<file path="src/rtl/plab4_net_domain_outq.sv">
// Domain-tagged output queue: circular FIFO feeding a two-domain demux. A
// message whose tag differs from the current domain costs one bubble cycle.
module plab4_net_domain_outq #(
  parameter int p_msg_cnbits  = 32,
  parameter int p_msg_dnbits  = 32,
  parameter int p_num_entries = 4
) (
  input  logic                            clk,
  input  logic                            reset,
  input  logic                            in_val,
  output logic                            in_rdy,
  input  logic                            in_domain,
  input  logic [p_msg_cnbits-1:0]         in_msg_control,
  input  logic [p_msg_dnbits-1:0]         in_msg_data,
  output logic                            out_val,
  input  logic                            out_rdy,
  output logic                            domain,
  output logic [p_msg_cnbits-1:0]         out_msg_control,
  output logic [p_msg_dnbits-1:0]         out_msg_data,
  output logic [$clog2(p_num_entries):0]  num_free
);
  localparam int AW = $clog2(p_num_entries);
  localparam int CW = AW + 1;
  localparam logic [CW-1:0] NE  = CW'(p_num_entries);
  localparam logic [CW-1:0] ONE = CW'(1);

  typedef struct packed {
    logic                    dom;
    logic [p_msg_cnbits-1:0] ctrl;
    logic [p_msg_dnbits-1:0] data;
  } entry_t;

  typedef enum logic {SEND, SWITCH} state_t;

  entry_t          mem [p_num_entries];
  entry_t          head;
  logic [AW-1:0]   enq_ptr, deq_ptr, deq_nxt;
  logic [CW-1:0]   count, nxt_cnt;
  logic            last_domain, nxt_last, nxt_tag;
  logic            enq, deq, empty;
  state_t          state, nxt_state;

  assign head            = mem[deq_ptr];
  assign deq_nxt         = deq_ptr + 1'b1;
  assign empty           = (count == '0);
  assign in_rdy          = (count != NE);
  assign enq             = in_val && in_rdy;
  assign deq             = out_val && out_rdy;
  assign domain          = last_domain;
  assign out_msg_control = head.ctrl;
  assign out_msg_data    = head.data;
  assign num_free        = NE - count;

  always_comb begin
    nxt_cnt = count;
    case ({enq, deq})
      2'b10:   nxt_cnt = count + ONE;
      2'b01:   nxt_cnt = count - ONE;
      default: nxt_cnt = count;
    endcase
  end

  // Look one edge ahead at the head tag so the switch cycle lines up with the
  // first cycle the mismatched message sits at the head: one bubble, no more.
  always_comb begin
    nxt_tag = head.dom;
    if (deq)
      nxt_tag = (count == ONE) ? in_domain : mem[deq_nxt].dom;
    else if (empty)
      nxt_tag = in_domain;
  end

  always_comb begin
    out_val   = 1'b0;
    nxt_state = state;
    nxt_last  = last_domain;
    case (state)
      SEND: begin
        out_val = !empty && (head.dom == last_domain);
        if (nxt_cnt != '0 && nxt_tag != last_domain) nxt_state = SWITCH;
      end
      SWITCH: begin
        nxt_last  = head.dom;
        nxt_state = SEND;
      end
      default: nxt_state = SEND;
    endcase
  end

  always_ff @(posedge clk) begin
    if (!reset) begin
      enq_ptr     <= '0;
      deq_ptr     <= '0;
      count       <= '0;
      last_domain <= 1'b0;
      state       <= SEND;
    end else begin
      if (enq) enq_ptr <= enq_ptr + 1'b1;
      if (deq) deq_ptr <= deq_nxt;
      count       <= nxt_cnt;
      last_domain <= nxt_last;
      state       <= nxt_state;
    end
  end

  // Entry storage is not reset; a write is suppressed while reset is low.
  always_ff @(posedge clk) begin
    if (reset && enq) mem[enq_ptr] <= '{dom: in_domain, ctrl: in_msg_control, data: in_msg_data};
  end
endmodule

</file>
<file path="config.mk">
export PLATFORM = sky130hd
export DESIGN_NAME = plab4_net_domain_outq
export DESIGN_NICKNAME = d
export VERILOG_FILES = /design/src/rtl/plab4_net_domain_outq.sv
export SDC_FILE = /design/constraint.sdc
export NUM_CORES = 1
export LEC_CHECK = 0
export ABC_AREA = 1
export CAP_MARGIN = 20
export CORE_MARGIN = 2
export CORE_UTILIZATION = 50
export CTS_BUF_LIST = sky130_fd_sc_hd__clkbuf_4 sky130_fd_sc_hd__clkbuf_8 sky130_fd_sc_hd__clkbuf_16
export DETAILED_ROUTE_END_ITERATION = 8
export PLACE_DENSITY_LB_ADDON = 0.1
export SETUP_SLACK_MARGIN = 0.2
export SLEW_MARGIN = 20
export SYNTH_ARGS = -nofsm -noshare
export SYNTH_HDL_FRONTEND = slang
export SYNTH_SLANG_ARGS = --single-unit
</file>
<file path="constraint.sdc">
create_clock -name clk -period 4.3 [get_ports clk]
set_input_delay 0.86 -clock clk [delete_from_list [all_inputs] [get_ports clk]]
set_output_delay 0.86 -clock clk [all_outputs]
set_load 0.01 [all_outputs]
</file>
### After elaboration in Yosys (flattened, before gate mapping)

Memory sizes are Yosys's and may differ from the RTL's. A register that Yosys moved wholly into a read port is not among the register bits.
Index checks and enable logic that the tools add are counted.

| word-level totals | value |
|---|---|
| bits in registers | 9 |
| memory bits (writable) | 260 |
| bits of input ports | 69 |
| output and inout bits | 70 |
| word-level logic and storage cells | 37 |
| memories | 1 |

Memories:

| memory | words | bits a word | read ports | clocked after memory_dff | write ports | line | source |
|---|---|---|---|---|---|---|---|
| mem | 4 | 65 | 2 | 1 | 1 | 35 | `entry_t mem [p_num_entries];` |

| operators by class | value |
|---|---|
| $add $sub $neg | 5 |
| eq/ne operators | 6 |
| muxes and demuxes | 11 |
| bitwise gates (word level) | 1 |
| reductions and logical operators | 8 |

Operators with widths:

| kind | count |
|---|---|
| two-way mux 1 bit | 7 |
| case mux 3 bit (2 select lines) | 1 |
| logical AND 1 bit | 5 |
| adder 2 x 1 -> 2 bit, second input constant | 2 |
| two-way mux 2 bit | 2 |
| adder 3 x 1 -> 3 bit, second input constant | 1 |
| equality test 3 x 1 -> 1 bit, second input constant | 1 |
| logical NOT 3 bit | 1 |
| != test 3 bit, second input constant | 1 |
| nonzero test 3 bit | 1 |
| subtractor 3 x 1 -> 3 bit, second input constant | 1 |
| subtractor 3 bit, first input constant | 1 |
| equality test 2 x 1 -> 1 bit, second input constant | 1 |
| equality test 2 bit, second input constant | 1 |
| case mux 1 bit (2 select lines) | 1 |
| equality test 1 bit | 1 |
| logical NOT 1 bit | 1 |
| != test 1 bit | 1 |
| inverter 1 bit | 1 |

### Depth between registers and ports, before layout

| depth | value |
|---|---|
| word-level depth | 11 |
| gate-level depth with buffers | 16 |
| depth with buffers taken out | 16 |

### Worst setup path after synthesis

No wires, ideal clock.

| path | value |
|---|---|
| path kind | register to register |
| start point | register count[0] |
| end point | memory mem[0][0] (netlist bit), enable pin |
| setup time | 488 ps |
| data arrival time | 3958 ps |
| data required time | 3812 ps |
| setup slack | -146 ps |
| cell stages (with the launch flop) | 9 |
| path buffers | 0 |
| period minus slack after synthesis | 4446 ps |
| cell sequence | dfxtp_1 -> inv_1 -> ha_1 -> ha_1 -> inv_1 -> nand2_1 -> inv_1 -> nand2_1 -> nor2_1 |

| between the ends | value |
|---|---|
| word-level cells in the longest chain between the ends | 5 |

RTL lines:

| element | line | source |
|---|---|---|
| start: declaration | 38 | `logic [CW-1:0] count, nxt_cnt;` |
| start signal: assignment | 100 | `count <= nxt_cnt;` |
| != test 3 bit | 46 | `assign in_rdy = (count != NE);` |
| via in_rdy | 11 | `output logic in_rdy,` |
| logical AND 1 bit | 47 | `assign enq = in_val && in_rdy;` |
| via enq | 40 | `logic enq, deq, empty;` |
| logical AND 1 bit | 108 | `if (reset && enq) mem[enq_ptr] <= '{dom: in_domain, ctrl: in_msg_control, data: in_msg_data};` |
| two-way mux 1 bit | 108 |  |
| two-way mux 1 bit (not written as such) | 108 |  |
| end: declaration | 35 |  |

The timed path passes the listed nets, and every way through them passes these cells.

==> flow_summary_export.csv <==
group,metric,value,unit
global_route,grt_max_degree,79,
global_route,grt_usage,19.3,%
synthesis,synth_cell_types,19,
clock_network,clk_path_buf_depth,3,
outcome,status,"finished, final reports clean",
synthesis,synthCells,811,
sta,fin_setup_tns,0,ns
sta,finalCriticalPeriod,3.79,ns
route,drt_iter0_markers,314,
global_route,grt_pass1_wl,33.8,mm
pwr,p_leak,4.36,nW
setup_path,cp.required,3.44,ns
cells_and_area,layout.cells.non_filler,1179,
sta,fin_crit_sh,88.2,%
synthesis,avgSynthCellArea,13.3,µm²
route,vias,6403,
route,post-route-drc-count,0,
setup_path,cp_top_family,"buffers and inverters",
hold_path,hold_path_depth,1,
sta,maxSlewViolCount,0,
route,ant_nets,0,
route,wire_per_inst,18.5,µm
setup_path,cp.arrival,2.93,ns
clock_network,cts.reportedPaths.clkPinSlew,0.06,ns
sta,slew_headroom,38.8,%
die,die_w,151,µm
die,initial_core_util,51.2,%
pwr,seqPwrFrac,47.3,%
synthesis,synth_mux_area_share,0.0925,%
die,dieArea,22800,µm²
sta,whs,0.509,ns
sta,finClkSkew,0.00768,ns
setup_path,path_cells,"inv_6 > buf_4 > o21ai_0 > o22ai_1 > clkdlybuf4s50_1",
pwr,clkPwrFrac,35.4,%
pwr,comb_power_share,17.3,%
placed_design,globalplace.congestion,0.733,
clock_network,cts_root_buffer,"clkbuf_16",
clock_network,numCtsBuffers,27,
cells_and_area,drive_gt1_share,7.85,%
setup_path,worstSetupEndpointType,"primary output",
cells_and_area,fill_cells,1597,
synthesis,syn_nets,892,
synthesis,synth_top_family_by_area,"compound AO/OA/AOI/OAI gates",
cells_and_area,final_cell_mix,"edfxtp_1, o21ai_0, nor2_1, clkdlybuf4s50_1, o22ai_1",
synthesis,yosysWarnings,0,
sta,rsz0062_at_grt,"false",
synthesis,synth-seq-cells,271,
sta,worst_pin_slew,0.916,ns
global_route,grt_pass1_vias,6600,
clock_network,clkSinkCount,271,
clock_network,cts_hold_buf,0,
placed_design,dp_hpwl,12.6,mm
pwr,vdd_ir_drop_max,282,µV
cells_and_area,layout_commonest_cell,"edfxtp_1",
sta,hold_violations,0,
cells_and_area,antenna_cells,0,
pwr,p_sw_share,24.4,%
placed_design,placedCellCount,1130,
global_route,met3_usage,3.61,%
setup_path,cp_slowest_cell,"clkdlybuf4s50_1",
global_route,grt_antenna_before_repair,0,
cells_and_area,regArea,8030,µm²
placed_design,port-buffer-count,138,
pwr,power.internal,4.85,mW
pwr,p_per_area,496,nW/µm²
setup_path,rr_worst_depth,15,
cells_and_area,nNetsFinal,965,
hold_path,hold_class,"reg2reg",
clock_network,post_cts_resized,0,
sta,fmax,264,MHz
die,core,21200,µm²
cells_and_area,syn2layout_area_growth,19.4,%
setup_path,path_depth,5,
setup_path,crit_path_max_incr_delay,0.61,ns
cells_and_area,multi_input_area,2060,µm²
global_route,busiest_layer,"met2",
pwr,switchingPower,1.56,mW
synthesis,synthSimpleGateAreaFrac,6.65,%
setup_path,worstPathMaxFanout,58,
route,routed_wirelength,21.8,mm
synthesis,synth-compound-area-share,10.6,%
run,drv_cap,0,
die,num_rows,53,
setup_path,critical_path_class,"reg2out",
global_route,gr-total-overflow,0,
die,die_h,151,µm
clock_network,post_cts_buffers,0,
synthesis,synth_xor_area_share,0,%
clock_network,clkLatencyLatePin,0.52,ns
clock_network,htree_levels,1,
clock_network,tritoncts,"yes",
setup_path,crit_buf_inv,3,
setup_path,crit_path_start_kind,"flop",
route,dr.pass1.iters,5,
global_route,grtUsageMet2,32.9,%
synthesis,synthAdderAreaFrac,1.39,%
die,io_pins,139,
route,avgViaCountPerCell,5.43,
synthesis,seq_area_frac_synth,74.2,%
sta,setup_violations,0,
synthesis,synth_area,10800,µm²
global_route,met1_usage,25.7,%
==> metrics by stage <==
step	area, µm²	util, %	setup WS, ns	power [mW]
after CTS	12900	61.1	0.311	6.48
after floorplan	10800	-	-0.146	3.83
after global routing	12900	61.1	0.303	6.69
after global placement	12000	56.9	0.949	4.18
after detailed placement	12000	56.9	0.871	4.20
final	12900	61.1	0.508	6.41
==> path summary, 6_finish.rpt <==
path	slack [ns]	endpoint	startpoint
max	0.51	out_msg_data[25]	flop
min	0.51	domain	state
max reg2reg	1.45	state	flop
min reg2reg	0.51	domain	state
==> cells in the mapped netlist <==
master | count | area, µm²
o22ai_1 | 65 | 407
or2_2 | 2 | 12.5
a21oi_1 | 10 | 50.1
mux2i_1 | 1 | 10.0
nand2_2 | 3 | 18.8
clkbuf_1 | 38 | 143
nand3_2 | 3 | 30.0
nor2_1 | 142 | 533
ha_1 | 12 | 150
buf_2 | 3 | 15.0
dfxtp_1 | 11 | 220
edfxtp_1 | 260 | 7810
inv_1 | 30 | 113
o21ai_0 | 139 | 696
nand3_1 | 2 | 10.0
nand4_4 | 1 | 21.3
nor2_4 | 1 | 11.3
buf_4 | 66 | 495
nand2_1 | 22 | 82.6
==> logic make-up after synthesis <==
logic type	Yosys count
flops	271
buf+inv	137
fa+ha+maj	12
simple gates	176
compound gates	214
mux	1
==> final cells by class <==
class	count	area share, %
Sequential cell	271	62.2
Multi-Input combinational cell	403	16.0
Timing Repair Buffer	151	11.6
Clock buffer	32	5.52
Tap cell	275	2.66
Clock inverter	17	1.23
Inverter	30	0.910
==> worst register-to-register path, stage by stage, from the launching register on <==
cell and delay (ns):
dfxtp_4 0.73, inv_6 0.29, nand2_1 0.16, nand3_2 0.09
nand3_1 0.23, nand4_4 0.16, inv_1 0.12, ha_1 0.18
inv_1 0.07, o22ai_1 0.15, nand2_1 0.07, o21ai_0 0.23
nor2_1 0.08, nor2_1 0.09, nand2_1 0.06, nor2_1 0.08
==> power by group through the flow <==
stage | Clock, mW | Sequential [mW] | Combinational [mW]
final | 2.27 | 3.03 | 1.11
after global routing | 2.44 | 3.04 | 1.21
after CTS | 2.32 | 3.03 | 1.12
after detailed placement | 0 | 3.09 | 1.11
after global placement | 0 | 3.08 | 1.09
after floorplan | 0 | 3.07 | 0.757
==> flip-flops by register name, summed over array words and instances, names as in the netlist, named ones only <==
name	count
deq_ptr	2
mem	260
enq_ptr	2
domain	1
count	3
state	1
==> metal layers <==
metal	part of all wire [%]	wire length [µm]
met5	0	0
met4	1.4	311
met3	6.3	1370
met2	49	10600
met1	44	9530
No activity file was read; power rests on OpenSTA's default activity.
